$ cat src/rtl/lfsr_pkg.sv
// Shared types and constants for the BIST LFSR pattern generator / signature compactor.
// Holds the run FSM encoding and a maximal-length tap table for state widths 3..16.
package lfsr_pkg;

   typedef enum logic [0:0] {
      IDLE = 1'b0,
      RUN  = 1'b1
   } fsm_t;

   localparam logic [7:0] DEF_POLY_W8 = 8'b0001_1101;

   // Tap masks for a right-shifting Fibonacci LFSR (feedback enters the MSB).
   function automatic logic [15:0] max_len_taps(input int width);
      logic [15:0] taps;
      case (width)
         3:       taps = 16'h0003;
         4:       taps = 16'h0003;
         5:       taps = 16'h0005;
         6:       taps = 16'h0003;
         7:       taps = 16'h0003;
         8:       taps = {8'h00, DEF_POLY_W8};
         9:       taps = 16'h0011;
         10:      taps = 16'h0009;
         11:      taps = 16'h0005;
         12:      taps = 16'h0941;
         13:      taps = 16'h1601;
         14:      taps = 16'h2A01;
         15:      taps = 16'h0003;
         16:      taps = 16'h100B;
         default: taps = 16'h0003;
      endcase
      return taps;
   endfunction

endpackage

$ cat src/rtl/lfsr_step.sv
// Combinational next-state of the Fibonacci LFSR, with optional MISR response folding.
module lfsr_step #(
   parameter int WIDTH = 8
) (
   input  logic [WIDTH-1:0] state,
   input  logic [WIDTH-1:0] poly,
   input  logic [WIDTH-1:0] din,
   input  logic             misr,
   output logic [WIDTH-1:0] next
);

   logic fb;

   // Feedback parity of the tapped bits, shifted in at the MSB.
   always_comb begin
      fb   = ^(state & poly);
      next = {fb, state[WIDTH-1:1]};
      if (misr) begin
         next = next ^ din;
      end else begin
         next = next;
      end
   end

endmodule

$ cat src/rtl/lfsr_prpg.sv
// BIST LFSR pattern generator / MISR with loadable seed and taps and a counted run.
// A run of N_pat steps is framed by Busy, each step flagged by Valid, the last by Done.
module lfsr_prpg
   import lfsr_pkg::*;
#(
   parameter int              WIDTH    = 8,
   parameter int              CNT_W    = 16,
   parameter logic [WIDTH-1:0] DEF_POLY = WIDTH'(max_len_taps(WIDTH)),
   parameter logic [WIDTH-1:0] DEF_SEED = '1
) (
   input  logic             CLK,
   input  logic             RST,
   input  logic             Seed_ld,
   input  logic [WIDTH-1:0] Seed_val,
   input  logic             Poly_ld,
   input  logic [WIDTH-1:0] Poly_val,
   input  logic             Mode,
   input  logic             Start,
   input  logic [CNT_W-1:0] N_pat,
   input  logic [WIDTH-1:0] Din,
   output logic [WIDTH-1:0] Q,
   output logic             Valid,
   output logic             Busy,
   output logic             Done,
   output logic             Lockup
);

   fsm_t             fsm;
   fsm_t             fsm_next;
   logic [WIDTH-1:0] poly;
   logic [CNT_W-1:0] cnt;
   logic [CNT_W-1:0] run_len;
   logic             run_mode;
   logic [WIDTH-1:0] step_next;
   logic             do_step;
   logic             take_start;
   logic             zero_start;
   logic             last_step;

   lfsr_step #(.WIDTH(WIDTH)) u_step (
      .state (Q),
      .poly  (poly),
      .din   (Din),
      .misr  (run_mode),
      .next  (step_next)
   );

   // FSM state register.
   always_ff @(posedge CLK) begin
      if (RST) begin
         fsm <= IDLE;
      end else begin
         fsm <= fsm_next;
      end
   end

   // Next-state decode; Seed_ld aborts, Poly_ld outranks Start in IDLE.
   always_comb begin
      fsm_next   = fsm;
      do_step    = 1'b0;
      take_start = 1'b0;
      zero_start = 1'b0;
      last_step  = 1'b0;
      if (Seed_ld) begin
         fsm_next = IDLE;
      end else begin
         case (fsm)
            IDLE: begin
               if (!Poly_ld && Start) begin
                  if (N_pat != {CNT_W{1'b0}}) begin
                     take_start = 1'b1;
                     fsm_next   = RUN;
                  end else begin
                     zero_start = 1'b1;
                  end
               end else begin
                  fsm_next = IDLE;
               end
            end
            RUN: begin
               do_step = 1'b1;
               if (cnt == run_len - CNT_W'(1)) begin
                  last_step = 1'b1;
                  fsm_next  = IDLE;
               end else begin
                  fsm_next = RUN;
               end
            end
            default: begin
               fsm_next = IDLE;
            end
         endcase
      end
   end

   // Datapath registers and registered status flags.
   always_ff @(posedge CLK) begin
      if (RST) begin
         Q        <= DEF_SEED;
         poly     <= DEF_POLY;
         cnt      <= {CNT_W{1'b0}};
         run_len  <= {CNT_W{1'b0}};
         run_mode <= 1'b0;
         Valid    <= 1'b0;
         Busy     <= 1'b0;
         Done     <= 1'b0;
         Lockup   <= 1'b0;
      end else if (Seed_ld) begin
         Q      <= Seed_val;
         cnt    <= {CNT_W{1'b0}};
         Valid  <= 1'b0;
         Busy   <= 1'b0;
         Done   <= 1'b0;
         Lockup <= 1'b0;
      end else begin
         if (fsm == IDLE && Poly_ld) begin
            poly <= Poly_val;
         end
         if (take_start) begin
            run_len  <= N_pat;
            run_mode <= Mode;
            cnt      <= {CNT_W{1'b0}};
         end
         if (do_step) begin
            Q   <= step_next;
            cnt <= last_step ? {CNT_W{1'b0}} : cnt + CNT_W'(1);
         end
         // All-zero is a dead state for PRPG but a legitimate MISR signature.
         if (do_step && !run_mode && step_next == {WIDTH{1'b0}}) begin
            Lockup <= 1'b1;
         end
         Valid <= do_step;
         Done  <= last_step | zero_start;
         Busy  <= (fsm_next == RUN) | do_step;
      end
   end

endmodule

$ cat config.mk
export PLATFORM = sky130hd
export DESIGN_NAME = lfsr_prpg
export DESIGN_NICKNAME = d
export VERILOG_FILES = /design/src/rtl/lfsr_pkg.sv /design/src/rtl/lfsr_step.sv /design/src/rtl/lfsr_prpg.sv
export SDC_FILE = /design/constraint.sdc
export NUM_CORES = 1
export LEC_CHECK = 0
export ABC_AREA = 1
export CAP_MARGIN = 10
export CORE_MARGIN = 3
export CORE_UTILIZATION = 48
export DETAILED_ROUTE_END_ITERATION = 16
export PLACE_DENSITY = 0.77
export SYNTH_ARGS = -nofsm -noshare
export SYNTH_HDL_FRONTEND = slang
export SYNTH_SLANG_ARGS = --single-unit
$ cat constraint.sdc
create_clock -name CLK -period 1.8 [get_ports CLK]
set_input_delay 0.18 -clock CLK [delete_from_list [all_inputs] [get_ports CLK]]
set_output_delay 0.18 -clock CLK [all_outputs]
set_load 0.03 [all_outputs]
==> summary.txt <==
Outcome
  • Outcome: complete, but fails checks
  • Failing checks: negative setup slack

Drt
  • ANT nets after route: 0
  • Final WL: 9200 um
  • 1st-pass router iterations: 5
  • Avg WL per Cell: 14.7 um
  • # DRC: 0
  • DR iter-0 viols: 224
  • DR vias: 3,363
  • Vias per cell: 5.37

Final layout
  • Post-layout nets: 596
  • Area growth syn-to-layout: 33.0%
  • Most frequent cells in the layout: 105 x nand2_1, 57 x clkdlybuf4s50_1, 55 x nor2_1
  • # diodes: 0
  • Share of cells above drive strength 1: 20.2%
  • FILL cells: 534
  • Commonest non-fill, non-tap cell in the layout: nand2_1
  • Final Util: 66.7%
  • Final std cells w/o fill: 626
  • Post-route cell area: 4310 um^2

Setup path
  • CP Launch Type: flop
  • CP max FO: 7
  • Worst Setup Path Type: flop to flop
  • FF-to-FF setup slack: -0.1 ns
  • Reg2Reg Depth: 13
  • Critical Path Sink Type: flop
  • WP depth: 13
  • Worst Setup EP: cnt[6]
  • Cell chain of the critical path: inv_2 > ha_4 > nor2_1 > nor2_2 > nand3_1 > nor2_1 > nand2_1 > inv_2 > nand2_2 > nor2_4 > nand3_4 > nand2_8 > o22ai_2
  • Crit-path slowest cell: dfxtp_2
  • Crit path max-delay family: simple AND/OR/NAND/NOR gates
  • CP bufs+invs: 2
  • Worst R2R Start: run_len[1]
  • Crit-path max cell delay: 0.35 ns
  • Worst path required time: 1.99 ns
  • CP arrival: 2.09 ns
  • Worst Setup SP: run_len[1]
  • RR Endpoint: cnt[6]

Clock tree
  • CTS max path bufs: 2
  • Post-CTS Hold Buffers: 0
  • Worst-path clk slew: 0.10 ns
  • CTS sink cnt: 54
  • Cts bufs inserted: 5
  • H-tree depth: 2
  • CTS tree: done
  • Root Driver: clkbuf_8
  • Clk Latency, worst-skew pair: 0.30 ns

Global routing
  • Vias in the first global route: 3,257
  • Busiest grt layer: met2
  • Gr usage total: 24.6%
  • Total grt overflow: 0
  • Routing usage on met2: 41.2%
  • GRT met3 Usage: 4.42%
  • Met1 usage: 31.8%
  • Initial antenna violation count: 0
  • Largest net degree at the start of global routing: 19
  • First-pass GRT wire length: 15,100 um

Floorplanning
  • Starting Density: 50.1%
  • Total core area: 6460 um^2
  • Die area: 7770 um^2
  • FP Rows: 29
  • Die Wd: 88.1 um
  • Die extent in y: 88.1 um
  • Boundary pin count: 58

STA
  • Hold WS: 0.433 ns
  • RSZ-0062 raised after global routing: true
  • Hold Fails Final Rpt: 0
  • Final period util: 106%
  • Worst slew pin tran: 0.381 ns
  • F_max: 0.526 GHz
  • Worst rel slew slack: 74.6%
  • Final critical-path required period: 1.90 ns
  • Clk_skew: 0.00478 ns
  • Final setup fails: 18
  • Final Max Tran Viols: 0
  • Slack of the critical path: -0.0998 ns

Power
  • Total power: 2.73 mW
  • Pwr dens: 634 nW/um^2
  • Leak: 1.81 nW
  • Worst VDD drop: 396 uV

Placed design
  • GPL Wtd Cong: 0.964
  • Dpl cell area: 4030 um^2
  • Port bufs: 57
  • Dpl cells: 612
  • Dpl hpwl: 6930 um

Yosys
  • Syn_nets: 512
  • Register area share after synthesis: 33.4%
  • Post-synth EDFFs: 0
  • Post-synthesis async set-or-reset flop share: 0%
  • Mapped Cells: 464
  • Post-synth cell types: 44
  • Synth Area per Inst: 6.98 um^2
  • Ys flop type: dfxtp_1
  • Mapped cell area: 3240 um^2
  • Register bit total from synthesis: 54
  • Synth warnings: 0

Hold path
  • Min-Delay Path Class: input pin to flop
  • Hold depth: 3

Flow run
  • Number of max-cap violations: 0
repair_timing:
item	in CTS	in global routing
resized for setup	15	23
setup buffers	4	1
pin swaps	12	10
endpoints found under the setup margin	17	18
cloned	1	0
registers in the layout (all words and copies together), names as in the netlist:
name,flops
cnt,16
Q,8
run_len,16
run_mode,1
Busy,1
poly,8
Valid,1
fsm,1
Lockup,1
Done,1
worst min-delay path, stage by stage:
cell             delay [ns]
clkdlybuf4s50_1        0.39
nand2_1                0.06
nand3_1                0.06
how the worst min path moves through the flow:
| stage | start | to | slack (ns) |
|---|---|---|---|
| 6_report | Poly_val[4] | poly[4] | 0.43 |
| 3_5_place_dp | Lockup | Lockup | 0.45 |
| 4_1_cts | Poly_val[4] | poly[4] | 0.44 |
| 2_1_floorplan | Poly_val[0] | poly[0] | 0.31 |
| 5_1_grt | Poly_val[0] | poly[0] | 0.46 |
| 3_3_place_gp | poly[3] | poly[3] | 0.44 |
final cells by class:
| cell class | instances | area [um^2] | area share, % |
|---|---|---|---|
| Sequential cell | 54 | 1090 | 25.2 |
| Tap cell | 77 | 96.3 | 2.24 |
| Timing Repair Buffer | 86 | 801 | 18.6 |
| Clock buffer | 7 | 86.3 | 2.00 |
| Inverter | 57 | 214 | 4.97 |
| Clock inverter | 1 | 5.00 | 0.116 |
| Multi-Input combinational cell | 344 | 2020 | 46.8 |
through the flow:
stage,setup slack (ns),TNS (ns)
after floorplan,0.0669,0
after global placement,-0.0366,-0.414
after detailed placement,-0.123,-1.34
after CTS,0.00339,0
after global routing,-0.184,-2.93
final,-0.0998,-1.42
kinds of logic (layout without fill, tap and decap cells):
| kind of cell | count (synthesis) | after routing | share of synthesized area [%] |
|---|---|---|---|
| flops | 54 | 54 | 33.4 |
| buf+inv | 67 | 151 | 8.58 |
| compound gates | 73 | 73 | 15.0 |
| xor+xnor | 30 | 30 | 8.11 |
| simple gates | 238 | 239 | 34.1 |
| fa+ha+maj | 2 | 2 | 0.773 |
cell usage after synthesis (all sizes together), types with 2 or more instances:
| cell | n | area share [%] |
|---|---|---|
| buf | 7 | 1.6 |
| o21ai | 29 | 4.6 |
| clkbuf | 3 | 0.35 |
| nor4 | 2 | 0.85 |
| o211ai | 4 | 0.93 |
| nand3b | 2 | 0.46 |
| nor2 | 74 | 10 |
| nand4 | 8 | 1.7 |
| inv | 56 | 6.5 |
| ha | 2 | 0.77 |
| a22oi | 5 | 1.2 |
| or2 | 3 | 0.66 |
| nor3 | 4 | 0.77 |
| a21oi | 19 | 3.1 |
| o22ai | 11 | 4.1 |
| nand3 | 29 | 5.2 |
| xor2 | 20 | 5.4 |
| o221ai | 2 | 0.54 |
| xnor2 | 10 | 2.7 |
| dfxtp | 54 | 33 |
| nand2 | 114 | 14 |
report_power, final:
part           internal [mW]  switching (mW)  total, mW
sequential              1.24          0.0512       1.29
combinational          0.332           0.401      0.733
clock                  0.312           0.390      0.701
total                   1.89           0.842       2.73
layer usage:
metal | part of all wire, % | vias up
met5 | 0 | -
met4 | 3.2 | 0
met3 | 6.3 | 33
met2 | 48 | 141
met1 | 43 | 1515
li1 | - | 1674
Power figures use the tool's default switching activity.
